<file path="src/rtl/key_pkg.sv">
// Shared types and constants for the keyboard action decoder and its consumers.
package key_pkg;

  localparam int A_LEFT  = 0;
  localparam int A_RIGHT = 1;
  localparam int A_JUMP  = 2;
  localparam int A_DOWN  = 3;

  typedef logic [3:0] action_vec_t;

  typedef enum logic [1:0] {
    IDLE     = 2'd0,
    PEND     = 2'd1,
    WAIT_REL = 2'd2
  } jump_state_t;

  // Direction is a 2-bit two's complement step: +1 right, -1 left.
  localparam logic [1:0] DIR_NONE  = 2'b00;
  localparam logic [1:0] DIR_RIGHT = 2'b01;
  localparam logic [1:0] DIR_LEFT  = 2'b11;

  function automatic logic [1:0] resolve_dir(input action_vec_t a);
    logic [1:0] d;
    d = DIR_NONE;
    if (a[A_LEFT] && !a[A_RIGHT]) d = DIR_LEFT;
    if (a[A_RIGHT] && !a[A_LEFT]) d = DIR_RIGHT;
    return d;
  endfunction

endpackage

</file>
<file path="src/rtl/frame_tick_gen.sv">
// Turns the raw active-low vertical sync into a one-cycle pulse at the end of
// each sync pulse, after a two-flop synchroniser.
module frame_tick_gen (
  input  logic i_clk,
  input  logic i_rst_n,
  input  logic i_vs,
  output logic o_tick
);

  logic r_sync1;
  logic r_sync2;
  logic r_sync2_d;
  logic r_tick;

  // Synchroniser resets high (sync idle level) so leaving reset never fakes an edge.
  always_ff @(posedge i_clk) begin
    if (!i_rst_n) begin
      r_sync1   <= 1'b1;
      r_sync2   <= 1'b1;
      r_sync2_d <= 1'b1;
      r_tick    <= 1'b0;
    end else begin
      r_sync1   <= i_vs;
      r_sync2   <= r_sync1;
      r_sync2_d <= r_sync2;
      r_tick    <= r_sync2 & ~r_sync2_d;
    end
  end

  assign o_tick = r_tick;

endmodule

</file>
<file path="src/rtl/key_event_decoder.sv">
// Samples the two HID keycodes once per frame and publishes held/pressed/released
// action vectors, a resolved direction, a hold counter and a buffered jump request.
module key_event_decoder
  import key_pkg::*;
#(
  parameter logic [7:0] KC_LEFT     = 8'h04,
  parameter logic [7:0] KC_RIGHT    = 8'h07,
  parameter logic [7:0] KC_JUMP     = 8'h1A,
  parameter logic [7:0] KC_JUMP_ALT = 8'h2C,
  parameter logic [7:0] KC_DOWN     = 8'h16,
  parameter int         JUMP_BUF    = 6,
  parameter int         HOLD_MAX    = 63
) (
  input  logic       CLK,
  input  logic       Reset_n,
  input  logic       frame_vs,
  input  logic [7:0] keycode0,
  input  logic [7:0] keycode1,
  input  logic       jump_ack,
  output logic       frame_tick,
  output logic [3:0] held,
  output logic [3:0] pressed,
  output logic [3:0] released,
  output logic [1:0] dir,
  output logic [5:0] move_hold,
  output logic       jump_req,
  output logic [1:0] dbg_jump_state
);

  localparam logic [3:0] BUF_LOAD = 4'(JUMP_BUF);
  localparam logic [5:0] HOLD_SAT = 6'(HOLD_MAX);

  // Handshake: jump_req stays high while a jump is pending; a one-cycle jump_ack
  // while pending consumes it and jump_req drops on the following cycle.

  logic        w_tick;
  action_vec_t w_dec;
  logic [1:0]  w_dir;
  logic [5:0]  w_hold_next;

  action_vec_t r_held;
  action_vec_t r_pressed;
  action_vec_t r_released;
  logic [1:0]  r_dir;
  logic [5:0]  r_hold;
  jump_state_t r_state;
  logic [3:0]  r_buf_cnt;
  logic        r_jump_req;

  frame_tick_gen u_tick (
    .i_clk   (CLK),
    .i_rst_n (Reset_n),
    .i_vs    (frame_vs),
    .o_tick  (w_tick)
  );

  function automatic logic kc_hit(input logic [7:0] a, input logic [7:0] b,
                                  input logic [7:0] code);
    // A zero keycode means an empty slot and must never match.
    return (code != 8'h00) && ((a == code) || (b == code));
  endfunction

  always_comb begin
    w_dec          = '0;
    w_dec[A_LEFT]  = kc_hit(keycode0, keycode1, KC_LEFT);
    w_dec[A_RIGHT] = kc_hit(keycode0, keycode1, KC_RIGHT);
    w_dec[A_JUMP]  = kc_hit(keycode0, keycode1, KC_JUMP) |
                     kc_hit(keycode0, keycode1, KC_JUMP_ALT);
    w_dec[A_DOWN]  = kc_hit(keycode0, keycode1, KC_DOWN);
  end

  always_comb begin
    w_dir       = resolve_dir(w_dec);
    w_hold_next = 6'd0;
    if (w_dir != DIR_NONE) begin
      if (w_dir != r_dir) w_hold_next = 6'd1;
      else if (r_hold >= HOLD_SAT) w_hold_next = HOLD_SAT;
      else w_hold_next = r_hold + 6'd1;
    end
  end

  always_ff @(posedge CLK) begin
    if (!Reset_n) begin
      r_held     <= '0;
      r_pressed  <= '0;
      r_released <= '0;
      r_dir      <= DIR_NONE;
      r_hold     <= '0;
    end else begin
      r_pressed  <= '0;
      r_released <= '0;
      if (w_tick) begin
        r_held     <= w_dec;
        r_pressed  <= w_dec & ~r_held;
        r_released <= ~w_dec & r_held;
        r_dir      <= w_dir;
        r_hold     <= w_hold_next;
      end
    end
  end

  // Jump buffer: ack beats a coincident tick, and a held key never re-arms.
  always_ff @(posedge CLK) begin
    if (!Reset_n) begin
      r_state    <= IDLE;
      r_buf_cnt  <= '0;
      r_jump_req <= 1'b0;
    end else begin
      case (r_state)
        IDLE: begin
          if (w_tick && w_dec[A_JUMP] && !r_held[A_JUMP]) begin
            r_state    <= PEND;
            r_buf_cnt  <= BUF_LOAD;
            r_jump_req <= 1'b1;
          end
        end
        PEND: begin
          if (jump_ack) begin
            r_state    <= WAIT_REL;
            r_buf_cnt  <= '0;
            r_jump_req <= 1'b0;
          end else if (w_tick) begin
            r_buf_cnt <= r_buf_cnt - 4'd1;
            if (r_buf_cnt <= 4'd1) begin
              r_state    <= WAIT_REL;
              r_buf_cnt  <= '0;
              r_jump_req <= 1'b0;
            end
          end
        end
        WAIT_REL: begin
          if (w_tick && !w_dec[A_JUMP]) r_state <= IDLE;
        end
        default: begin
          r_state    <= IDLE;
          r_buf_cnt  <= '0;
          r_jump_req <= 1'b0;
        end
      endcase
    end
  end

  assign frame_tick     = w_tick;
  assign held           = r_held;
  assign pressed        = r_pressed;
  assign released       = r_released;
  assign dir            = r_dir;
  assign move_hold      = r_hold;
  assign jump_req       = r_jump_req;
  assign dbg_jump_state = r_state;

endmodule

</file>
<file path="config.mk">
export PLATFORM = sky130hd
export DESIGN_NAME = key_event_decoder
export DESIGN_NICKNAME = d
export VERILOG_FILES = /design/src/rtl/key_pkg.sv /design/src/rtl/frame_tick_gen.sv /design/src/rtl/key_event_decoder.sv
export SDC_FILE = /design/constraint.sdc
export NUM_CORES = 1
export LEC_CHECK = 0
export BUFFER_PORTS_ARGS = -buffer_cell sky130_fd_sc_hd__buf_2
export CORE_MARGIN = 2
export CORE_UTILIZATION = 54
export CTS_CLUSTER_DIAMETER = 30
export DETAILED_ROUTE_END_ITERATION = 10
export PLACE_DENSITY = 0.85
export SYNTH_ARGS = -nofsm -noshare
export SYNTH_HDL_FRONTEND = slang
export SYNTH_SLANG_ARGS = --single-unit
</file>
<file path="constraint.sdc">
create_clock -name CLK -period 5.26 [get_ports CLK]
set_input_delay 1.052 -clock CLK [delete_from_list [all_inputs] [get_ports CLK]]
set_output_delay 1.052 -clock CLK [all_outputs]
set_load 0.05 [all_outputs]
</file>
# [Word-level counts from Yosys, hierarchy flattened]
# Index checks and enable logic that the tools add are counted.
[word_totals] output_inout_bits=24 regBits=31 wordCells=82
[op_classes] magnitude_cmp=2 bitwise=8 n_reduce_logical=20 n_eq_ne=17 add_sub_neg=2 mux=21
[ops] op="$eq 8x3->1 const B" n=4
[ops] op="$eq 8x5->1 const B" n=4
[ops] op="$mux 6" n=3
[ops] op="$eq 8x6->1 const B" n=2
[ops] op="$mux 4" n=4
[ops] op="$mux 2" n=7
[ops] op="$pmux 4 s3" n=1
[ops] op="$and 4x4->4" n=2
[ops] op="$not 4->4" n=2
[ops] op="$reduce_and 4->1" n=2
[ops] op="$add 6x1->6 const B" n=1
[ops] op="$ge 6x6->1 const B" n=1
[ops] op="$pmux 2 s3" n=1
[ops] op="$logic_and 1x1->1" n=5
[ops] op="$logic_or 1x1->1" n=5
[ops] op="$le 4x1->1 const B" n=1
[ops] op="$logic_not 1->1" n=4
[ops] op="$mux 1" n=4
[ops] op="$ne 2x2->1 const B" n=2
[ops] op="$sub 4x1->4 const B" n=1
[ops] op="$ne 3x2->1 const B" n=1
[ops] op="$ne 3x3->1 const B" n=1
[ops] op="$pmux 1 s3" n=1
[ops] op="$reduce_and 3->1" n=1
[ops] op="other kinds (9)" n=10

# [Longest topological paths before layout]
# Gate-level depths: netlist (run 1).
[logic_depth] word_depth=9 depth_mapped=10 ltp_nobuf=10

# [Hierarchy]
# From an unflattened synthesis (run 1), not the netlist that was laid out.
[unflattened] hier_cells=166 hier_area_um2=1487.7
[modules_own_cells] mod="key_event_decoder" cells_per_inst=158 seq_area_each_um2=540.5 area_each_um2=1380.1 n_inst=1
[modules_own_cells] mod="frame_tick_gen" cells_per_inst=8 seq_area_each_um2=80.1 area_each_um2=107.6 n_inst=1

# [Least setup slack after synthesis (run 1)]
# Ideal clock, no wire load.
[synth_timing] path_type="input -> register" from="in keycode0[3]" to="reg r_hold[3] (netlist: move_hold[3])" cell_stages=8 setup_slack_ns=2.281 setup_time_ns=0.117 t_arrival_ns=2.862 n_path_buf=0 path_cell_list="or4b_4 nor4_2 a31oi_1 ha_1 xnor2_1 nand4b_1 o21ai_0 a32o_1"
[synth_between] elab_chain_cells=9 elab_cells_between_ends=14 cone_classes="eq/ne: 3; mux: 4; reduce/logical: 7"
[synth_lines] item="start, declared" line="key_event_decoder.sv:17" text="input logic [7:0] keycode0,"
[synth_lines] item="$eq 8x3->1" line="key_event_decoder.sv:60" text="return (code != 8'h00) && ((a == code) || (b == code));"
[synth_lines] item="$logic_or 1x1->1" line="key_event_decoder.sv:60"
[synth_lines] item="$logic_not 1->1" line="key_pkg.sv:25" text="if (a[A_LEFT] && !a[A_RIGHT]) d = DIR_LEFT;"
[synth_lines] item="$logic_and 1x1->1" line="key_pkg.sv:25"
[synth_lines] item="$mux 2" line="key_pkg.sv:25"
[synth_lines] item="$mux 2 *" line="key_pkg.sv:26" text="if (a[A_RIGHT] && !a[A_LEFT]) d = DIR_RIGHT;"
[synth_lines] item="named net w_dir[1]" line="key_event_decoder.sv:38" text="logic [1:0] w_dir;"
[synth_lines] item="$ne 2x2->1" line="key_event_decoder.sv:76" text="if (w_dir != r_dir) w_hold_next = 6'd1;"
[synth_lines] item="$mux 6" line="key_event_decoder.sv:76"
[synth_lines] item="$mux 6 *" line="key_event_decoder.sv:75" text="if (w_dir != DIR_NONE) begin"
[synth_lines] item="end signal, assigned" line="key_event_decoder.sv:97" text="r_hold <= w_hold_next;"
[synth_lines] item="end, declared" line="key_event_decoder.sv:45" text="logic [5:0] r_hold;"
# Mark *: on every way through the listed nets, which the timed path passes. The rest lies on a longest branch.
# A chain may end at the register's enable or synchronous reset.

# [Final worst setup path (run 1)]
[layout_timing] from="in keycode0[3]" to="reg r_hold[5] (netlist: move_hold[5])"
# Same word-level chain as after synthesis.

==> reports/metrics.csv, run 1 <==
metric,value,unit
synth_area_leader_cell,dfxtp_1,
viasPerCell,5.93,
p_leak,0.000765,µW
max-vdd-ir-drop,0.183,mV
wl,3310,µm
cts.reportedPaths.clkPinSlew,0.09,ns
post_drt_wl_per_cell,13.4,µm
hold_class,flop to flop,
ys_async_sr_fraction,0,%
yosysTopAreaCellShare,41.1,%
syn_nets,195,
worstSkewPairLatency,0.33,ns
num_antenna_cells,0,
synth_top_family_by_area,simple AND/OR/NAND/NOR gates,
initial_core_util,55.8,%
p_sw_share,23.8,%
hold_viol_final,0,
cts_root_buf,clkbuf_4,
crit_fanout,8,
synth_compound_area_share,20.6,%
antenna_left,0,
final.period_utilization,57.4,%
placedCellCount,240,
synth-xor-area-share,0.579,%
drt_pass1_iterations,4,
ys_warn_count,0,
drive_above_1_share,27.8,%
crit_path_end_kind,flop,
ff2ff_setup_slack,3.17,ns
power_frac_seq,58.7,%
postCtsSetupRepairBufs,0,
p_sw,96.4,µW
die_height,56.9,µm
p_clk_share,34.3,%
synth_fa_ha_area_share,3.31,%
synth-simple-area-share,27.7,%
gr-total-overflow,0,
clock-skew-final,0.00388,ns
dieArea,0.00324,mm²
ios,44,
final_cells,247,
synth_edf_count,0,
p_comb_share,7.0,%
dp_hpwl,2440,µm
p_per_area,225,mW/mm²
yosysMostFrequentCell,dfxtp_1,
synth_common_cells,"dfxtp_1 (31), nor2_1 (14), a21oi_1 (12)",
max_slew_margin,30.2,%
crit_path_start_kind,input pin,
tns,0,ns
worstMarginPinSlew,1.05,ns
cts_made_buffers,5,
ys_types,48,
die_w,56.9,µm
drv_slew,0,
power.total,406,µW
grtUsageTotal,22.4,%
cts_htree_levels,2,
globalplace.congestion,0.856,
core_area,0.00271,mm²
syn_to_final_growth,19.2,%
period_needed,3.02,ns
cts_buffer_depth,2,
grt_start_max_net_pins,30,
setup_violations,0,
critPathArrivalTime,3.30,ns
postCtsHoldBufs,0,
maxCapViolations,0,
crit_type,input pin to flop,
critPathRequiredTime,5.54,ns
drt_iter0_markers,34,
io_buffers,43,
status,completed,
ys_seq_elements,31,
clock.fmax,331,MHz
rsz0062_at_grt,false,
grt_pass1_vias,1293,
synth_area,0.00151,mm²
fin_util,66.5,%
cts.sinks,31,
synth_area_leaders,"dfxtp_1 (41%), a21oi_1 (4.0%), nor2_1 (3.5%)",
synth_cells,171,
internal_power,309,µW
grt_pass1_wl,5630,µm
post_cts_resized,0,
synthMuxAreaShare,2.65,%
drc,0,
cts_tree,yes,
synth.avg_cell_area,8.84,µm²
row_count,19,
antenna_found_initial,0,
synthFlopType,dfxtp_1,
nets,240,
yosysSeqAreaShare,41.1,%
num_vias,1464,
cell type report:
| class | instances | area [µm²] |
|---|---|---|
| fill | 236 | 908 |
| multi-input combinational | 124 | 830 |
| sequential | 31 | 621 |
| timing repair buffer | 43 | 215 |
| clock buffer | 6 | 51.3 |
| inverter | 11 | 41.3 |
| tap | 31 | 38.8 |
| clock inverter | 1 | 5.00 |
kinds of logic (layout without fill, tap and decap cells):
kind of cell | Yosys count | count (layout)
adders and majority gates | 4 | 4
buffers and inverters | 16 | 61
and+or+nand+nor | 71 | 71
muxes | 4 | 4
AOI/OAI and AO/OA | 44 | 44
xor gates and xnor gates | 1 | 1
DFF | 31 | 31
worst paths after layout:
path	startpoint	end	depth (start not counted)
max reg2reg	u_tick.o_tick$_SDFF_PN0_	r_buf_cnt[1]$_SDFFE_PN0P_	5
min	u_tick.r_sync2_d$_SDFF_PN1_	u_tick.o_tick$_SDFF_PN0_	1
max	keycode0[3]	move_hold[5]$_SDFFE_PN0P_	9
min reg2reg	u_tick.r_sync2_d$_SDFF_PN1_	u_tick.o_tick$_SDFF_PN0_	1
layout by cell type (no fill, tap or decap), types with 3 or more instances in the layout:
master / count
clkbuf_4: 5
nand2_1: 10
nor3_1: 10
nor2_1: 14
mux2i_1: 4
dfxtp_1: 31
inv_1: 10
o21ai_0: 9
buf_2: 43
a211oi_1: 3
ha_1: 4
a21oi_1: 12
nand2b_1: 3
and3_1: 7
nand3_1: 8
a31oi_1: 4
state kept, by name, summed over array words and instances (netlist names):
signal,cells
jump_req,1
dir,2
released,4
r_buf_cnt,4
u_tick.r_sync1,1
u_tick.r_sync2,1
u_tick.r_sync2_d,1
pressed,4
move_hold,6
dbg_jump_state,2
held,4
u_tick.o_tick,1
critical path, cell delays in order:
cell      delay (ns)
buf_2           0.12
or4b_4          0.54
nor4_2          0.22
a31oi_1         0.13
ha_1            0.27
xnor2_1         0.19
nand4b_1        0.29
a31oi_1         0.28
o221a_2         0.20
metal layers:
layer / global-route usage [%] / vias up / share of wire (%)
li1: - / 730 / -
met1: 26.2 / 690 / 46
met2: 37.6 / 38 / 47
met3: 8.29 / 6 / 5.2
met4: 7.97 / 0 / 1.6
met5: 0 / - / 0
through the flow:
stage,hold slack [ns],setup WS (ns),instance area (µm²)
floorplan,0.367,2.28,1510
global placement,0.369,1.99,1750
detailed placement,0.374,1.91,1750
CTS,0.387,2.25,1800
global route,0.396,2.05,1800
finish,0.389,2.24,1800
power by group through the flow:
stage | registers [µW] | logic, µW | clock network (µW)
after floorplan | 245 | 11.9 | 0
after global placement | 244 | 27.1 | 0
after detailed placement | 244 | 27.9 | 0
after CTS | 238 | 27.9 | 144
after global routing | 239 | 31.0 | 155
final | 238 | 28.2 | 139
(Power assumes the default switching activity.)
==> run 2, diff against run 1 <==
--- a/config.mk
+++ b/config.mk
@@ -7,10 +7,10 @@
 export LEC_CHECK = 0
 export BUFFER_PORTS_ARGS = -buffer_cell sky130_fd_sc_hd__buf_2
 export CORE_MARGIN = 2
-export CORE_UTILIZATION = 54
+export CORE_UTILIZATION = 51
 export CTS_CLUSTER_DIAMETER = 30
 export DETAILED_ROUTE_END_ITERATION = 10
-export PLACE_DENSITY = 0.85
+export PLACE_DENSITY = 0.81
 export SYNTH_ARGS = -nofsm -noshare
 export SYNTH_HDL_FRONTEND = slang
 export SYNTH_SLANG_ARGS = --single-unit
==> constraint.sdc (replaced) <==
create_clock -name CLK -period 3 [get_ports CLK]
set_input_delay 0.6 -clock CLK [delete_from_list [all_inputs] [get_ports CLK]]
set_output_delay 0.6 -clock CLK [all_outputs]
set_load 0.05 [all_outputs]
==> run 2 against run 1 <==
Effect of this change:
- utilization down 1.4 points
- worst hold slack better by 0.014 ns
- design area up 0.42%
- power up 76%
- die area up 5.5%
- setup slack worse by 1.8 ns
- sequential share of layout area down 0.14 points
- combinational power up 79%
- critical path type unchanged
- critical endpoint is now move_hold[3]$_SDFFE_PN0P_
==> reports/metrics.csv, run 2 (same netlist as run 1, synthesis figures left out) <==
metric,value,unit
crit_chain,buf_2 > or4b_4 > nor4_2 > a31oi_1 > ha_1 > xnor2_1 > nand4b_1 > o21ai_0 > a32o_1,
hold_depth,1,
syn_to_final_growth,19.7,%
placedCellCount,241,
fillCellCount,239,
setup_slack,0.447,ns
place_worst_setup_slack,0.119,ns
tns,0,ns
num_vias,1468,
internal_power,542,µW
grt_pass1_vias,1418,
cpPeakStageDelay,0.55,ns
row_count,19,
rsz0062_at_grt,false,
maxCapViolations,0,
multi_input_area,830,µm²
status,completed,
num_antenna_cells,0,
dieArea,0.00342,mm²
crit_type,input pin to flop,
dp_hpwl,2620,µm
p_per_area,394,mW/mm²
crit_path_end_kind,flop,
final_cells,248,
grtUsageTotal,22.4,%
crit_fanout,8,
cpMaxStageDelayCell,or4b_4,
drc,0,
antenna_left,0,
drt_pass1_iterations,4,
initial_core_util,54.3,%
grt_pass1_wl,5930,µm
post_drt_wl_per_cell,14.1,µm
p_leak,0.000770,µW
die_w,58.4,µm
clock-skew-final,0.00624,ns
p_sw_share,24.0,%
grt_start_max_net_pins,19,
setup_violations,0,
hold_viol_final,0,
post_cts_resized,0,
cts.sinks,31,
globalplace.congestion,0.882,
clock.fmax,392,MHz
worstSkewPairLatency,0.32,ns
timing.hold.ws,0.403,ns
cts_buffer_depth,2,
io_buffers,43,
largest_reg_flops,6,
max-vdd-ir-drop,0.338,mV
cts_htree_levels,2,
final.period_utilization,85.1,%
power_frac_seq,58.4,%
antenna_found_initial,0,
cts_root_buf,clkbuf_4,
p_sw,171,µW
final_cell_mix,"buf_2 (43), dfxtp_1 (31), nor2_1 (14)",
viasPerCell,5.92,
period_needed,2.55,ns
hold_class,flop to flop,
p_clk_share,34.5,%
critPathArrivalTime,2.82,ns
drive_above_1_share,28.1,%
worstMarginPinSlew,0.655,ns
postCtsSetupRepairBufs,0,
max_slew_margin,56.3,%
place_area,0.00175,mm²
ios,44,
final_common_cell,buf_2,
wl,3510,µm
critPathRequiredTime,3.27,ns
fin_area,0.00181,mm²
nets,241,
die_height,58.4,µm
crit_path_start_kind,input pin,
drt_iter0_markers,36,
postCtsHoldBufs,0,
core_area,0.00278,mm²
gr-total-overflow,0,
seq_area,621,µm²
cts.reportedPaths.clkPinSlew,0.09,ns
cts_tree,yes,
rr_worst_depth,4,
p_comb_share,7.1,%
drv_slew,0,
ff2ff_setup_slack,1.13,ns
cts_made_buffers,5,
-- run 2: changes by cell type in the layout (fill, tap and decap cells not counted), sizes merged --
| cell | delta |
|---|---|
| buf | +1 |
-- run 2: per-layer routing --
metal,up-vias,part of all wire [%],global-route usage (%)
met4,0,1.4,11.3
li1,734,-,-
met1,679,44,26.2
met3,7,5.1,4.84
met5,-,0,0
met2,48,50,38.4
-- run 2: worst paths after layout --
kind	start	endpoint
worst max-delay path	keycode0[3]	move_hold[3]$_SDFFE_PN0P_
worst min-delay path	u_tick.r_sync2_d$_SDFF_PN1_	u_tick.o_tick$_SDFF_PN0_
worst max register to register	u_tick.o_tick$_SDFF_PN0_	move_hold[3]$_SDFFE_PN0P_
worst min register to register	u_tick.r_sync2_d$_SDFF_PN1_	u_tick.o_tick$_SDFF_PN0_
-- run 2: worst max-delay path: cells and delay by family --
kind | cells | cell delay (ns)
compound gates | 3 | 0.59
xor+xnor | 1 | 0.18
fa+ha+maj | 1 | 0.27
buf+inv | 1 | 0.13
simple gates | 3 | 1.06
-- run 2: power groups by stage --
stage / logic, µW / clock network [µW] / registers (µW)
2_1_floorplan: 20.9 / 0 / 430
3_3_place_gp: 48.0 / 0 / 426
3_5_place_dp: 50.5 / 0 / 426
4_1_cts: 50.6 / 248 / 417
5_1_grt: 56.4 / 269 / 418
6_report: 50.5 / 246 / 417
-- run 2: area by class of cell --
| type | instances | area share (%) |
|---|---|---|
| clock inverter | 1 | 0.277 |
| inverter | 11 | 2.28 |
| clock buffer | 6 | 2.84 |
| tap | 31 | 2.14 |
| timing repair buffer | 44 | 12.3 |
| sequential | 31 | 34.3 |
| multi-input combinational | 124 | 45.9 |
-- run 2: metrics by stage --
stage | total power, µW | utilization (%)
after floorplan | 451 | -
after global placement | 474 | 63.0
after detailed placement | 477 | 63.0
after CTS | 716 | 65.0
after global routing | 743 | 65.0
final | 714 | 65.0
==> run 3, diff against run 2 <==
--- a/config.mk
+++ b/config.mk
@@ -5,12 +5,13 @@
 export SDC_FILE = /design/constraint.sdc
 export NUM_CORES = 1
 export LEC_CHECK = 0
+export ABC_AREA = 1
 export BUFFER_PORTS_ARGS = -buffer_cell sky130_fd_sc_hd__buf_2
 export CORE_MARGIN = 2
-export CORE_UTILIZATION = 51
+export CORE_UTILIZATION = 50
 export CTS_CLUSTER_DIAMETER = 30
 export DETAILED_ROUTE_END_ITERATION = 10
-export PLACE_DENSITY = 0.81
+export PLACE_DENSITY = 0.8
 export SYNTH_ARGS = -nofsm -noshare
 export SYNTH_HDL_FRONTEND = slang
 export SYNTH_SLANG_ARGS = --single-unit
==> run 3 against run 2 <==
Effect of this change:
- wire length shrank 15%
- critical endpoint is now move_hold[2]$_SDFFE_PN0P_
- sequential power grew 1%
- maximum frequency grew 12%
- first-iteration DRC count grew 72%
- via count shrank 3.9%
- design area grew 0.48%
- count of clock-buffer cells in the layout is the same
- largest power group unchanged
==> reports/metrics.csv, run 3 <==
metric,value,unit
crit_path_end_kind,flop,
syn_nets,234,
hold_start,u_tick.r_sync2_d$_SDFF_PN1_,
crit_fanout,4,
tns,0,ns
p_leak,0.000913,µW
syn_to_final_growth,22.4,%
wl,2970,µm
die_w,58.5,µm
worstMarginPinSlew,0.289,ns
hold_viol_final,0,
cts_htree_levels,2,
yosysMostFrequentCell,nand2_1,
crit_start,keycode0[7],
synth_common_cells,"nand2_1 (39), inv_1 (33), nor2_1 (33)",
initial_core_util,53.4,%
viasPerCell,4.85,
cts_root_buf,clkbuf_4,
synth_cells,210,
synth_area_leader_cell,dfxtp_1,
ys_types,27,
synth_area,0.00149,mm²
cts_made_buffers,5,
grt_start_max_net_pins,14,
p_per_area,464,mW/mm²
cts.sinks,31,
num_antenna_cells,0,
antenna_found_initial,0,
maxCapViolations,0,
cts_tree,yes,
synth_fa_ha_area_share,3.37,%
max-vdd-ir-drop,0.439,mV
dp_hpwl,2270,µm
cts_buffer_depth,2,
gr-total-overflow,0,
clock.fmax,437,MHz
clock-skew-final,0.0102,ns
synth-simple-area-share,34.0,%
crit_chain,buf_2 > nor2_1 > nand3_1 > nor3_1 > nand3_1 > nand2_1 > inv_1 > ha_1 > xor2_1 > nand3_1 > nor3_1 > nand2_1 > o22ai_1,
final.period_utilization,76.3,%
drt_iter0_markers,62,
critPathArrivalTime,2.55,ns
cpMaxStageDelayCell,ha_1,
nets,283,
crit_type,input pin to flop,
crit_path_start_kind,input pin,
synthFlopType,dfxtp_1,
synthMuxAreaShare,0,%
synth_area_leaders,"dfxtp_1 (42%), nand2_1 (9.9%), inv_1 (8.3%)",
cp_common_cell,nand3_1,
synth_top_family_by_area,simple AND/OR/NAND/NOR gates,
die_height,58.5,µm
drt_pass1_iterations,4,
reg2reg_from,r_buf_cnt[0]$_SDFFE_PN0P_,
drive_above_1_share,25.8,%
drv_slew,0,
max_slew_margin,80.6,%
synth-xor-area-share,1.77,%
post_drt_wl_per_cell,10.2,µm
grtUsageTotal,19.6,%
core_area,0.00278,mm²
io_buffers,43,
largest_reg_flops,6,
synth_compound_area_share,9.52,%
ys_async_sr_fraction,0,%
setup_violations,0,
row_count,19,
grt_pass1_wl,5110,µm
critPathRequiredTime,3.26,ns
num_vias,1411,
ys_warn_count,0,
ys_seq_elements,31,
globalplace.congestion,0.813,
status,completed,
cpPeakStageDelay,0.32,ns
fin_area,0.00182,mm²
synth_edf_count,0,
post_cts_resized,0,
ios,44,
hold_class,flop to flop,
drc,0,
place_area,0.00173,mm²
period_needed,2.29,ns
final_cell_mix,"buf_2 (43), nand2_1 (39), nor2_1 (33), inv_1 (33), dfxtp_1 (31)",
antenna_left,0,
postCtsSetupRepairBufs,0,
final_common_cell,buf_2,
worstSkewPairLatency,0.34,ns
synth.avg_cell_area,7.07,µm²
cts.reportedPaths.clkPinSlew,0.09,ns
grt_pass1_vias,1246,
rsz0062_at_grt,false,
yosysSeqAreaShare,41.8,%
postCtsHoldBufs,0,
dieArea,0.00342,mm²
yosysTopAreaCellShare,41.8,%
-- run 3: changes by cell type in the layout (fill, tap and decap cells not counted), sizes merged, moves of 7 or more --
cell | previous run | this run
inv | 11 | 35
nand2 | 10 | 42
nand3 | 8 | 15
a21oi | 13 | 4
and3 | 7 | 0
nor2 | 14 | 37
-- run 3: area by class of cell --
| type | instances | area [µm²] |
|---|---|---|
| clock inverter | 2 | 35.0 |
| sequential | 31 | 621 |
| clock buffer | 6 | 51.3 |
| inverter | 36 | 135 |
| multi-input combinational | 142 | 722 |
| tap | 31 | 38.8 |
| fill | 264 | 963 |
| timing repair buffer | 43 | 215 |
-- run 3: critical path, delay by kind of cell --
family	cells	cell delay, ns
simple gates	8	1.18
fa+ha+maj	1	0.32
buf+inv	2	0.16
xor+xnor	1	0.15
compound gates	1	0.15
-- run 3: stage by stage --
stage	power [µW]	worst slack [ns]	util (%)	hold slack, ns	instances
3_5_place_dp	510	0.382	62.3	0.392	283
4_1_cts	849	0.720	65.4	0.405	291
6_report	844	0.712	65.4	0.402	291
5_1_grt	883	0.451	65.4	0.426	291
3_3_place_gp	508	0.476	62.3	0.378	283
2_1_floorplan	484	0.766	-	0.374	210
-- run 3: power by group --
part	leakage, µW	switching, µW	internal [µW]
Clock	0.0000482	146	197
Combinational	0.000615	49.2	29.5
Sequential	0.000250	4.01	418
Total	0.000913	200	644
-- run 3: kinds of logic (layout without fill, tap and decap cells) --
| kind of cell | after synthesis | in the layout |
|---|---|---|
| flops | 31 | 31 |
| xor+xnor | 3 | 3 |
| fa+ha+maj | 4 | 4 |
| compound gates | 24 | 24 |
| buf+inv | 37 | 87 |
| simple gates | 111 | 111 |
-- run 3: routing by layer --
metal / part of all wire (%) / wire length (µm) / global-route usage, % / vias up
li1: - / - / - / 763
met1: 51 / 1510 / 25.6 / 601
met2: 41 / 1220 / 30.7 / 40
met3: 6.5 / 192 / 4.62 / 7
met4: 1.6 / 48 / 8.97 / 0
met5: 0 / 0 / 0 / -
-- run 3: final timing paths --
| kind | end | slack, ns | depth (start not counted) |
|---|---|---|---|
| hold / removal | u_tick.o_tick$_SDFF_PN0_ | 0.40 | 1 |
| setup / recovery | move_hold[2]$_SDFFE_PN0P_ | 0.71 | 13 |
| hold reg to reg | u_tick.o_tick$_SDFF_PN0_ | 0.40 | 1 |
| setup reg to reg | jump_req$_SDFFE_PN0P_ | 1.49 | 9 |
